$ cat config.mk
export PLATFORM = sky130hd
export DESIGN_NAME = rb_wr_arbiter
export DESIGN_NICKNAME = d
export VERILOG_FILES = /design/src/rtl/rb_wr_arbiter.sv
export SDC_FILE = /design/constraint.sdc
export NUM_CORES = 1
export LEC_CHECK = 0
export BUFFER_PORTS_ARGS = -buffer_cell sky130_fd_sc_hd__buf_2
export CORE_MARGIN = 4
export CORE_UTILIZATION = 30
export DETAILED_ROUTE_END_ITERATION = 16
export PLACE_DENSITY_LB_ADDON = 0.1
export SLEW_MARGIN = 20
export SYNTH_ARGS = -nofsm -noshare
export SYNTH_HDL_FRONTEND = slang
export SYNTH_SLANG_ARGS = --single-unit
$ cat constraint.sdc
create_clock -name clk -period 1.6 [get_ports clk]
set_input_delay 0.08 -clock clk [delete_from_list [all_inputs] [get_ports clk]]
set_output_delay 0.08 -clock clk [all_outputs]
set_load 0.01 [all_outputs]
$ cat src/rtl/rb_wr_arbiter.sv
// rb_wr_arbiter: shares the single rb write port (wR/wD/RW) between two writeback
// requesters, A (ALU result) and B (memory load). Each port owns a 1-entry holding
// slot with a valid/ready handshake. A round-robin arbiter drains the slots into
// registered one-cycle write strobes.
// Optional feature macro: R0_PROTECT_EN. When defined, grants to register 0 are
// consumed without raising RW, so register 0 stays constant.
module rb_wr_arbiter #(
    parameter int AW    = 5,
    parameter int DW    = 32,
    parameter int CNT_W = 8
) (
    input  logic             clk,
    input  logic             rst_n,
    input  logic             a_req,
    input  logic [AW-1:0]    a_addr,
    input  logic [DW-1:0]    a_data,
    output logic             a_ready,
    input  logic             b_req,
    input  logic [AW-1:0]    b_addr,
    input  logic [DW-1:0]    b_data,
    output logic             b_ready,
    output logic [AW-1:0]    wR,
    output logic [DW-1:0]    wD,
    output logic             RW,
    output logic [CNT_W-1:0] col_cnt
);

    typedef enum logic [1:0] {
        IDLE  = 2'd0,
        GNT_A = 2'd1,
        GNT_B = 2'd2
    } state_t;

    state_t          grant;
    logic            a_full;
    logic            b_full;
    logic [AW-1:0]   a_addr_q;
    logic [AW-1:0]   b_addr_q;
    logic [DW-1:0]   a_data_q;
    logic [DW-1:0]   b_data_q;
    logic            last_b;      // 1: port B won the most recent grant
    logic [AW-1:0]   g_addr;
    logic [DW-1:0]   g_data;
    logic            do_write;

    // Ready comes from the slot flag alone, so it never depends on req.
    assign a_ready = ~a_full;
    assign b_ready = ~b_full;

    // Arbitration: pick the grant from the slot flags and the round-robin pointer.
    // NOTE: every output of this block gets a default first, so no path leaves a
    // value unassigned and no latch is inferred.
    always_comb begin
        grant    = IDLE;
        g_addr   = a_addr_q;
        g_data   = a_data_q;
        do_write = 1'b0;
        if (a_full && b_full) begin
            grant = last_b ? GNT_A : GNT_B;
        end else if (a_full) begin
            grant = GNT_A;
        end else if (b_full) begin
            grant = GNT_B;
        end
        if (grant == GNT_B) begin
            g_addr = b_addr_q;
            g_data = b_data_q;
        end
`ifdef R0_PROTECT_EN
        // A grant to register 0 still drains the slot but never strobes rb.
        do_write = (grant != IDLE) && (g_addr != '0);
`else
        do_write = (grant != IDLE);
`endif
    end

    // Slots, round-robin pointer, registered rb strobes and the collision counter.
    // NOTE: all state here uses non-blocking assignments so every register samples
    // the pre-edge values of the others, regardless of statement order.
    always_ff @(posedge clk or negedge rst_n) begin
        if (!rst_n) begin
            a_full   <= 1'b0;
            b_full   <= 1'b0;
            a_addr_q <= '0;
            b_addr_q <= '0;
            a_data_q <= '0;
            b_data_q <= '0;
            last_b   <= 1'b1;
            RW       <= 1'b0;
            wR       <= '0;
            wD       <= '0;
            col_cnt  <= '0;
        end else begin
            // A slot only captures while empty, so it cannot refill on its drain edge.
            if (a_req && !a_full) begin
                a_full   <= 1'b1;
                a_addr_q <= a_addr;
                a_data_q <= a_data;
            end else if (grant == GNT_A) begin
                a_full <= 1'b0;
            end

            if (b_req && !b_full) begin
                b_full   <= 1'b1;
                b_addr_q <= b_addr;
                b_data_q <= b_data;
            end else if (grant == GNT_B) begin
                b_full <= 1'b0;
            end

            if (grant != IDLE) begin
                last_b <= (grant == GNT_B);
            end

            // wR/wD only move together with a strobe, so RW never sees stale data.
            RW <= do_write;
            if (do_write) begin
                wR <= g_addr;
                wD <= g_data;
            end

            if (a_full && b_full && (col_cnt != '1)) begin
                col_cnt <= col_cnt + 1'b1;
            end
        end
    end

endmodule

==> results of run 1 <==
[flip-flops by register name, summed over array words and instances, names as in the netlist]
signal,count
a_data_q,32
b_data_q,32
wD,32
col_cnt,8
a_addr_q,5
b_addr_q,5
wR,5
RW,1
a_full,1
b_full,1
last_b,1
[critical path, cell delays in order (launching register included)]
cell and delay (ns):
dfrtp_1 0.48, inv_1 0.16, buf_12 0.21, buf_2 0.16
[routing by layer]
metal	GRT usage	share of wire
met2	0.242	0.50
met4	0.0500	0.014
met1	0.190	0.43
met3	0.0444	0.051
met5	0	0
[layout by cell type, fill, tap and decap left out, drive strengths merged]
master,netlist,layout
a21oi,2,2
a31oi,1,1
a41o,1,1
and2,1,1
and4,1,1
buf,19,142
bufinv,0,6
clkbuf,6,22
clkinv,0,1
clkinvlp,0,3
dfrtp,122,122
dfstp,1,1
diode,0,1
dlygate4sd3,0,75
ha,1,1
inv,2,2
mux2,76,76
mux2i,37,37
nand2,44,44
nand2b,1,1
nand3,4,4
nand4,1,1
nor2,4,4
nor2b,3,3
nor3,1,1
o21a,2,2
o21bai,2,2
o221a,37,37
xnor2,3,3
[stage by stage]
stage	util	hold slack, ns	cells
2_1_floorplan	-	-0.216	372
3_3_place_gp	0.362	-0.0215	714
3_5_place_dp	0.362	-0.0227	714
4_1_cts	0.446	0.0835	821
5_1_grt	0.446	0.100	822
6_report	0.446	0.0881	822
[timing repair]
| action | 4_1_cts | 5_1_grt |
|---|---|---|
| gates cloned | 0 | 0 |
| endpoints found under the hold margin | 196 | 0 |
| pin swaps | 0 | 0 |
| endpoints found under the setup margin | 1 | 1 |
| gates resized for setup | 1 | 1 |
| hold buffers | 75 | 0 |
[worst paths after layout]
check / endpoint / startpoint / slack, ns / cells after the start
worst max-delay path: b_ready / b_full / 0.10 / 3
worst min-delay path: col_cnt[6] / rst_n / 0.09 / 2
worst max register to register: col_cnt[7] / b_full / 0.16 / 4
worst min register to register: b_data_q[28] / b_data_q[28] / 0.49 / 1
max in group asynchronous: last_b / rst_n / 0.89 / 3
min in group clk: b_full / b_req / 0.26 / 4
[kinds of logic after synthesis]
family          share of synthesized area
flops                               0.584
mux                                 0.233
xor+xnor                          0.00499
fa+ha+maj                         0.00237
simple gates                       0.0501
compound gates                     0.0905
buf+inv                            0.0344
[layout make-up]
cell class                 count  area share
sequential                   123       0.401
multi-input combinational    222       0.263
timing repair buffer         217       0.210
clock buffer                  22      0.0617
tap                          225      0.0366
clock inverter                10      0.0275
inverter                       2    0.000976
antenna                        1    0.000325
[power groups by stage]
stage	Sequential, uW	Clock, uW	Combinational [uW]
5_1_grt	5190	4680	4550
3_5_place_dp	5090	0	4080
2_1_floorplan	5120	0	2400
6_report	5040	4440	4140
4_1_cts	5050	4530	4240
3_3_place_gp	5050	0	4000
==> flow_metrics.py, run 1 <==
metrics = {
    "outcome": {
        "status": "complete, no violations",
    },
    "floorplanning": {
        "core_sq_um": 17200,
        "start_util": 0.306,
        "die-width_microns": 141,
        "die_h_microns": 141,
        "io_pins": 126,
        "design.die.area_sq_um": 19800,
        "row_count": 48,
    },
    "synth": {
        "yosysTopAreaCell": "dfrtp_1",
        "synth_common_cells": "dfrtp_1 (122), mux2_2 (54), nand2_1 (42)",
        "syn_area_sq_um": 5270,
        "synth_warnings": 0,
        "yosysUniqueCellTypes": 31,
        "synth_top_area_share": 0.579,
        "synthCells": 372,
        "ys_seq_area_frac": 0.584,
        "synthArstFlopShare": 1.00,
        "synth_edf_count": 0,
        "syn_avg_cell_area_sq_um": 14.2,
        "synthesis.nets": 451,
        "synth_area_leaders": "dfrtp_1 (58%), mux2_2 (12%), o221a_2 (7.9%)",
        "synth_flop_cell": "dfrtp_1",
        "ys_ff_latch": 123,
        "yosysMostFrequentCell": "dfrtp_1",
    },
    "drt": {
        "drtAntennaViolNets": 0,
        "drt-pass1-iter-count": 4,
        "drtIter0Drc": 131,
        "vias": 3837,
        "wl_mm": 14.1,
        "viasPerCell": 4.67,
        "post_drt_wl_per_cell_microns": 17.2,
        "drc": 0,
    },
    "sta": {
        "fin_crit_sh": 0.937,
        "max-slew-margin-rel": 0.763,
        "worst_pin_slew_ns": 0.355,
        "clock_skew_ns": 0.00688,
        "max_clock_freq_mhz": 667,
        "setup_slack_ns": 0.100,
        "rsz0062_at_grt": "false",
        "slew_viol_final": 0,
        "hold_violations": 0,
        "period_needed_ns": 1.50,
        "fin_tns_setup_ns": 0,
        "setup_viol": 0,
    },
    "placement": {
        "place_area_sq_um": 6240,
        "place_ws_ns": 0.161,
        "portBuffers": 125,
        "hpwl_mm": 9.21,
        "gp_congestion": 0.759,
    },
    "clocking": {
        "cts_tree": "done",
        "htreeDepth": 4,
        "cts_made_buffers": 17,
        "path_clk_slew_ns": 0.05,
        "clkLatencyLatePin_ns": 0.41,
        "clock_sinks": 123,
        "root_buffer": "clkbuf_16",
        "cts_setup_buffers": 0,
        "clockBufferDepth": 2,
    },
    "cells_and_area": {
        "fillers": 1582,
        "seqCellArea_sq_um": 3080,
        "areaGrowthSynthToFinish_pct": 45.9,
        "finalNetCount": 662,
        "stdcell_area_sq_um": 7690,
        "multi_input_area_sq_um": 2020,
        "drive_gt1_frac": 0.456,
    },
    "worst_setup_path": {
        "cp.required_ns": 1.52,
        "cp-start-kind": "register",
        "critPathCaptureType": "primary output",
        "arrival_ns": 1.42,
        "worstSetupPathType": "register to primary output",
        "path_max_fanout": 24,
    },
    "grt": {
        "grt_overflow_total": 0,
        "grt_pass1_vias": 4101,
        "grt_pass1_wl_mm": 22.7,
        "antenna_found_initial": 1,
        "track_usage": 0.149,
        "grt_max_degree": 60,
    },
    "power": {
        "power_switching_uw": 4060,
        "cellLeakagePower_uw": 0.00346,
        "p_comb_frac": 0.304,
        "switching_share": 0.298,
        "clkPwrFrac": 0.326,
        "p_int_uw": 9550,
        "power_density_nw_per_um2": 1770,
        "peakVddDrop_v": 0.000806,
        "power_frac_seq": 0.370,
        "finalPower_uw": 13600,
    },
    "run": {
        "cap_violations": 0,
    },
    "hold_path": {
        "hold_class": "primary input to asynchronous set/reset pin",
    },
}
(Power assumes the default switching activity.)
==> inputs of run 2 (changes only) <==
--- a/config.mk
+++ b/config.mk
@@ -5,6 +5,8 @@
 export SDC_FILE = /design/constraint.sdc
 export NUM_CORES = 1
 export LEC_CHECK = 0
+export ABC_AREA = 1
+export ABC_CLOCK_PERIOD_IN_PS = 1600
 export BUFFER_PORTS_ARGS = -buffer_cell sky130_fd_sc_hd__buf_2
 export CORE_MARGIN = 4
 export CORE_UTILIZATION = 30
==> run 2 against run 1 <==
- non-clock buffer count decreased by 5
- final cell count increased by 12%
- register-to-register slack improved by 0.04 ns
- first-iteration DRC count increased by 19%
- synthesized cell count increased by 28%
- total power decreased by 10%
- critical endpoint is now col_cnt[4]
- largest power group unchanged
==> flow_metrics.py, run 2 <==
metrics = {
    "outcome": {
        "status": "complete, no violations",
    },
    "sta": {
        "fin_crit_sh": 0.873,
        "clock_skew_ns": 0.0134,
        "hold_violations": 0,
        "worst_pin_slew_ns": 0.531,
        "max-slew-margin-rel": 0.645,
        "period_needed_ns": 1.40,
        "slew_viol_final": 0,
        "fin_tns_setup_ns": 0,
        "setup_viol": 0,
        "rsz0062_at_grt": "false",
        "setup_slack_ns": 0.203,
        "max_clock_freq_mhz": 716,
    },
    "placement": {
        "place_ws_ns": 0.199,
        "gp_congestion": 0.757,
        "placedCellCount": 813,
        "hpwl_mm": 8.84,
        "portBuffers": 125,
    },
    "power": {
        "power_frac_seq": 0.386,
        "p_comb_frac": 0.266,
        "power_switching_uw": 3700,
        "clkPwrFrac": 0.347,
        "power_density_nw_per_um2": 1650,
        "switching_share": 0.302,
        "peakVddDrop_v": 0.000752,
        "p_int_uw": 8550,
        "cellLeakagePower_uw": 0.00366,
    },
    "drt": {
        "drc": 0,
        "drtIter0Drc": 156,
        "viasPerCell": 4.37,
        "post_drt_wl_per_cell_microns": 14.2,
        "drtAntennaViolNets": 0,
        "vias": 4022,
        "drt-pass1-iter-count": 4,
        "wl_mm": 13.1,
    },
    "worst_setup_path": {
        "crit_path_cell_trace": "ha_1 -> nand2_1 -> nor2_2 -> nand2_1 -> nand2_4 -> inv_1 -> nand2_1 -> nand2_1",
        "cp-start-kind": "register",
        "slowest_delay_ns": 0.40,
        "arrival_ns": 1.70,
        "cpMostUsedCell": "nand2_1",
        "worst-path-buf-inv": 1,
        "path_max_fanout": 8,
        "cp.required_ns": 1.90,
        "path_delay_family": "simple AND/OR/NAND/NOR gates",
        "critPathCaptureType": "register",
        "cp_slowest_cell": "dfrtp_1",
        "worstSetupPathType": "register to register",
    },
    "cells_and_area": {
        "seqCellArea_sq_um": 3080,
        "fillers": 1593,
        "drive_gt1_frac": 0.323,
        "finalNetCount": 766,
        "reg_top3": "a_data_q x32, b_data_q x32, wD x32",
        "final_cell_mix": "buf_2 (124), dfrtp_1 (122), nand2_1 (122)",
        "final_common_cell": "buf_2",
        "diodes": 0,
        "multi_input_area_sq_um": 1720,
        "areaGrowthSynthToFinish_pct": 45.1,
        "layout.cells.non_filler": 920,
    },
    "clocking": {
        "clockBufferDepth": 2,
        "root_buffer": "clkbuf_16",
        "path_clk_slew_ns": 0.06,
        "cts_tree": "done",
        "htreeDepth": 4,
        "clkLatencyLatePin_ns": 0.42,
        "cts_made_buffers": 17,
        "clock_sinks": 123,
    },
    "floorplanning": {
        "io_pins": 126,
        "start_util": 0.307,
        "die_h_microns": 139,
        "core_sq_um": 16600,
        "row_count": 47,
        "die-width_microns": 139,
        "design.die.area_sq_um": 19200,
    },
    "synth": {
        "synth_area_leaders": "dfrtp_1 (60%), nand2_1 (9.0%), mux2_2 (6.4%)",
        "ys_ff_latch": 123,
        "synthesis.nets": 556,
        "syn_avg_cell_area_sq_um": 10.7,
        "ys_seq_area_frac": 0.603,
        "yosysTopAreaCell": "dfrtp_1",
        "synth_flop_cell": "dfrtp_1",
        "synthCells": 477,
        "synth_top_area_share": 0.597,
        "synthArstFlopShare": 1.00,
        "yosysUniqueCellTypes": 24,
        "synth_common_cells": "dfrtp_1 (122), nand2_1 (122), a21oi_1 (37), inv_1 (37), nor2_1 (31)",
        "synth_warnings": 0,
        "synth_edf_count": 0,
        "syn_area_sq_um": 5110,
    },
    "grt": {
        "grt_pass1_vias": 4210,
        "antenna_found_initial": 1,
        "grt_overflow_total": 0,
        "grt_max_degree": 39,
        "track_usage": 0.144,
        "grt_pass1_wl_mm": 22.0,
    },
    "run": {
        "cap_violations": 0,
    },
    "hold_path": {
        "hold_class": "primary input to asynchronous set/reset pin",
    },
}
==> run 2: cell count changes in the layout (fill, tap and decap cells not counted), moves of 10 or more <==
cell / change
a21oi_1: +36
inv_1: +35
mux2_1: -21
mux2_2: -25
mux2_4: +18
mux2i_1: -37
nand2_1: +80
nand3_1: +10
nor2_1: +27
o211ai_1: +15
o21ai_0: +15
o221a_2: -37
==> run 2: per-layer routing <==
metal / track usage / vias to the layer above / part of all wire
met5: 0 / - / 0.00099
met4: 0.0473 / 2 / 0.0086
met3: 0.0539 / 15 / 0.064
met2: 0.212 / 99 / 0.45
met1: 0.196 / 1936 / 0.48
li1: - / 1970 / -
==> run 2: through the flow <==
stage	hold WS (ns)	total power [uW]	util	cell area, sq um
floorplan	-0.216	6700	-	5110
global placement	0.0236	7920	0.361	6000
detailed placement	0.0200	7980	0.361	6000
CTS	0.114	12500	0.446	7410
global route	0.141	13100	0.446	7410
finish	0.114	12300	0.446	7410
==> run 2: worst reg2reg max path, delay by kind of cell (launching register included) <==
kind	cells	cell delay [ns]
fa+ha+maj	1	0.20
flops	1	0.40
buf+inv	1	0.10
simple gates	6	0.59
==> run 2: kinds of logic after synthesis <==
| family | count (synthesis) | synth area share |
|---|---|---|
| AND/OR/NAND/NOR | 173 | 0.135 |
| multiplexers | 48 | 0.120 |
| AO/OA/AOI/OAI | 67 | 0.0730 |
| adder cells (fa/ha/maj) | 1 | 0.00245 |
| XOR/XNOR | 3 | 0.00514 |
| buffers and inverters | 62 | 0.0617 |
| flip-flops | 123 | 0.603 |
==> run 2: power groups by stage <==
stage,logic [uW],registers [uW],clock network (uW)
floorplan,1780,4920,0
global placement,3140,4780,0
detailed placement,3200,4780,0
CTS,3350,4740,4390
global route,3680,4880,4540
finish,3260,4730,4260
==> run 2: repair_timing <==
item / in CTS / in global routing
endpoints found under the hold margin: 197 / 0
setup buffers: 0 / 0
gates resized for setup: 0 / 0
hold buffers: 75 / 0
==> run 2: final timing paths <==
kind / slack, ns / end / startpoint / depth (start not counted)
min in group clk: 0.14 / b_full / b_req / 4
hold / removal: 0.11 / b_data_q[26] / rst_n / 2
max in group asynchronous: 0.92 / a_data_q[17] / rst_n / 3
setup / recovery: 0.20 / col_cnt[4] / col_cnt[1] / 8
setup reg to reg: 0.20 / col_cnt[4] / col_cnt[1] / 8
hold reg to reg: 0.47 / wD[15] / wD[15] / 2
==> run 2: final cells by class <==
class | count | share of cell area
Clock buffer | 20 | 0.0629
Clock inverter | 12 | 0.0260
Inverter | 41 | 0.0208
Multi-Input combinational cell | 292 | 0.231
Sequential cell | 123 | 0.415
Tap cell | 220 | 0.0371
Timing Repair Buffer | 212 | 0.207
==> inputs of run 3 (changes only) <==
--- a/config.mk
+++ b/config.mk
@@ -8,7 +8,6 @@
 export ABC_AREA = 1
 export ABC_CLOCK_PERIOD_IN_PS = 1600
 export BUFFER_PORTS_ARGS = -buffer_cell sky130_fd_sc_hd__buf_2
-export CORE_MARGIN = 4
 export CORE_UTILIZATION = 30
 export DETAILED_ROUTE_END_ITERATION = 16
 export PLACE_DENSITY_LB_ADDON = 0.1
==> run 3 against run 2 <==
- clock power down 14%
- sequential share of layout area up 0.63 points
- total power down 5.0%
- core utilization down 0.51 points
- sequential power about the same
- hold slack better by 0.048 ns
- via count down 0.37%
- worst setup slack worse by 0.013 ns
- clock skew down 0.0059 ns
- global-route usage up 1.1 points
- combinational power about the same
- critical path depth unchanged
- critical path type unchanged
- largest cell class unchanged
- highest routed layer is now met4
==> flow_metrics.py, run 3 (synthesis results as in run 2) <==
metrics = {
    "outcome": {
        "status": "complete, no violations",
    },
    "clocking": {
        "path_clk_slew_ns": 0.05,
        "clkLatencyLatePin_ns": 0.41,
        "cts_made_buffers": 17,
        "clockBufferDepth": 2,
        "clock_sinks": 123,
        "root_buffer": "clkbuf_16",
        "cts_setup_buffers": 0,
        "htreeDepth": 4,
        "cts_tree": "done",
    },
    "floorplanning": {
        "core_sq_um": 16600,
        "io_pins": 126,
        "start_util": 0.308,
        "design.die.area_sq_um": 17600,
        "row_count": 47,
        "die-width_microns": 133,
        "die_h_microns": 133,
    },
    "grt": {
        "grt_busiest_layer": "met2",
        "grtUsageMet2": 0.239,
        "grt_pass1_vias": 3982,
        "grt_use_met3": 0.0536,
        "grt_pass1_wl_mm": 20.8,
        "grt_overflow_total": 0,
        "antenna_found_initial": 2,
        "globalRouteMet1Util": 0.201,
        "track_usage": 0.154,
        "grt_max_degree": 51,
    },
    "cells_and_area": {
        "stdcell_area_sq_um": 7300,
        "finalNetCount": 764,
        "final_common_cell": "buf_2",
        "reg_top3": "a_data_q x32, b_data_q x32, wD x32",
        "final_cell_mix": "buf_2 (124), dfrtp_1 (122), nand2_1 (122)",
        "drive_gt1_frac": 0.308,
        "areaGrowthSynthToFinish_pct": 42.9,
    },
    "sta": {
        "holdWs_ns": 0.162,
        "setup_slack_ns": 0.190,
        "fin_crit_sh": 0.881,
        "hold_violations": 0,
        "max-slew-margin-rel": 0.627,
        "slew_viol_final": 0,
        "worst_pin_slew_ns": 0.559,
        "max_clock_freq_mhz": 709,
        "fin_tns_setup_ns": 0,
        "setup_viol": 0,
        "period_needed_ns": 1.41,
        "rsz0062_at_grt": "false",
        "clock_skew_ns": 0.00758,
    },
    "worst_setup_path": {
        "path_max_fanout": 8,
        "cp-start-kind": "register",
        "critPathCaptureType": "register",
        "cp.required_ns": 1.90,
        "arrival_ns": 1.71,
        "worstSetupPathType": "register to register",
    },
    "drt": {
        "drtAntennaViolNets": 0,
        "vias": 4007,
        "post_drt_wl_per_cell_microns": 13.7,
        "viasPerCell": 4.36,
        "drt-pass1-iter-count": 4,
        "wl_mm": 12.6,
        "drtIter0Drc": 167,
        "drc": 0,
    },
    "placement": {
        "gp_congestion": 0.741,
        "place_ws_ns": 0.204,
        "hpwl_mm": 8.19,
        "portBuffers": 125,
        "place_area_sq_um": 5990,
    },
    "hold_path": {
        "hold_class": "primary input to register",
    },
    "run": {
        "cap_violations": 0,
    },
    "power": {
        "power_density_nw_per_um2": 1590,
        "cellLeakagePower_uw": 0.00360,
        "peakVddDrop_v": 0.000837,
    },
}
## run 3: changes by cell type in the layout (fill, tap and decap cells not counted), sizes merged
cell / change
buf: -2
bufinv: -4
diode: +2
clkinvlp: -3
clkbuf: +11
clkinv: -4
## run 3: layout make-up
class | count | area (sq um)
Sequential cell | 123 | 3080
Antenna cell | 2 | 5.00
Inverter | 41 | 154
Clock buffer | 31 | 528
Clock inverter | 1 | 30.0
Multi-Input combinational cell | 292 | 1720
Fill cell | 1626 | 9280
Tap cell | 220 | 275
Timing Repair Buffer | 210 | 1520
## run 3: metal layers
layer / vias up / part of all wire / wire [microns]
met5: - / 0 / 0
met4: 0 / 0.0088 / 111
met3: 7 / 0.060 / 760
met2: 93 / 0.46 / 5840
met1: 1941 / 0.47 / 5860
li1: 1966 / - / -
## run 3: metrics by stage
step | utilization | instances | power, uW
floorplan | - | 477 | 6700
global placement | 0.361 | 811 | 7910
detailed placement | 0.361 | 811 | 7970
CTS | 0.440 | 918 | 11900
global route | 0.440 | 919 | 12400
finish | 0.440 | 920 | 11600
## run 3: critical path, stage by stage, from the launching register on
cell and delay (ns):
dfrtp_1 0.41, ha_1 0.21, nand2_1 0.09, nor2_2 0.12
nand2_1 0.13, nand2_4 0.12, inv_1 0.09, nand2_1 0.07
nand2_1 0.05
## run 3: timing repair
action	4_1_cts	5_1_grt
gates resized for setup	0	0
hold endpoints to repair	108	0
hold buffers	75	0
setup endpoints to repair	0	0
## run 3: path summary, 6_finish.rpt
check / from / endpoint / slack [ns] / depth (start not counted)
hold reg to reg: a_data_q[31] / wD[31] / 0.47 / 2
setup reg to reg: col_cnt[1] / col_cnt[3] / 0.19 / 8
max in group asynchronous: rst_n / col_cnt[6] / 0.77 / 3
setup / recovery: col_cnt[1] / col_cnt[3] / 0.19 / 8
hold / removal: a_req / a_data_q[10] / 0.16 / 3
min in group asynchronous: rst_n / wD[24] / 0.18 / 2
## run 3: where the power goes
group	internal, uW	switching, uW
registers	4180	544
clock network	2350	1310
logic	1510	1750
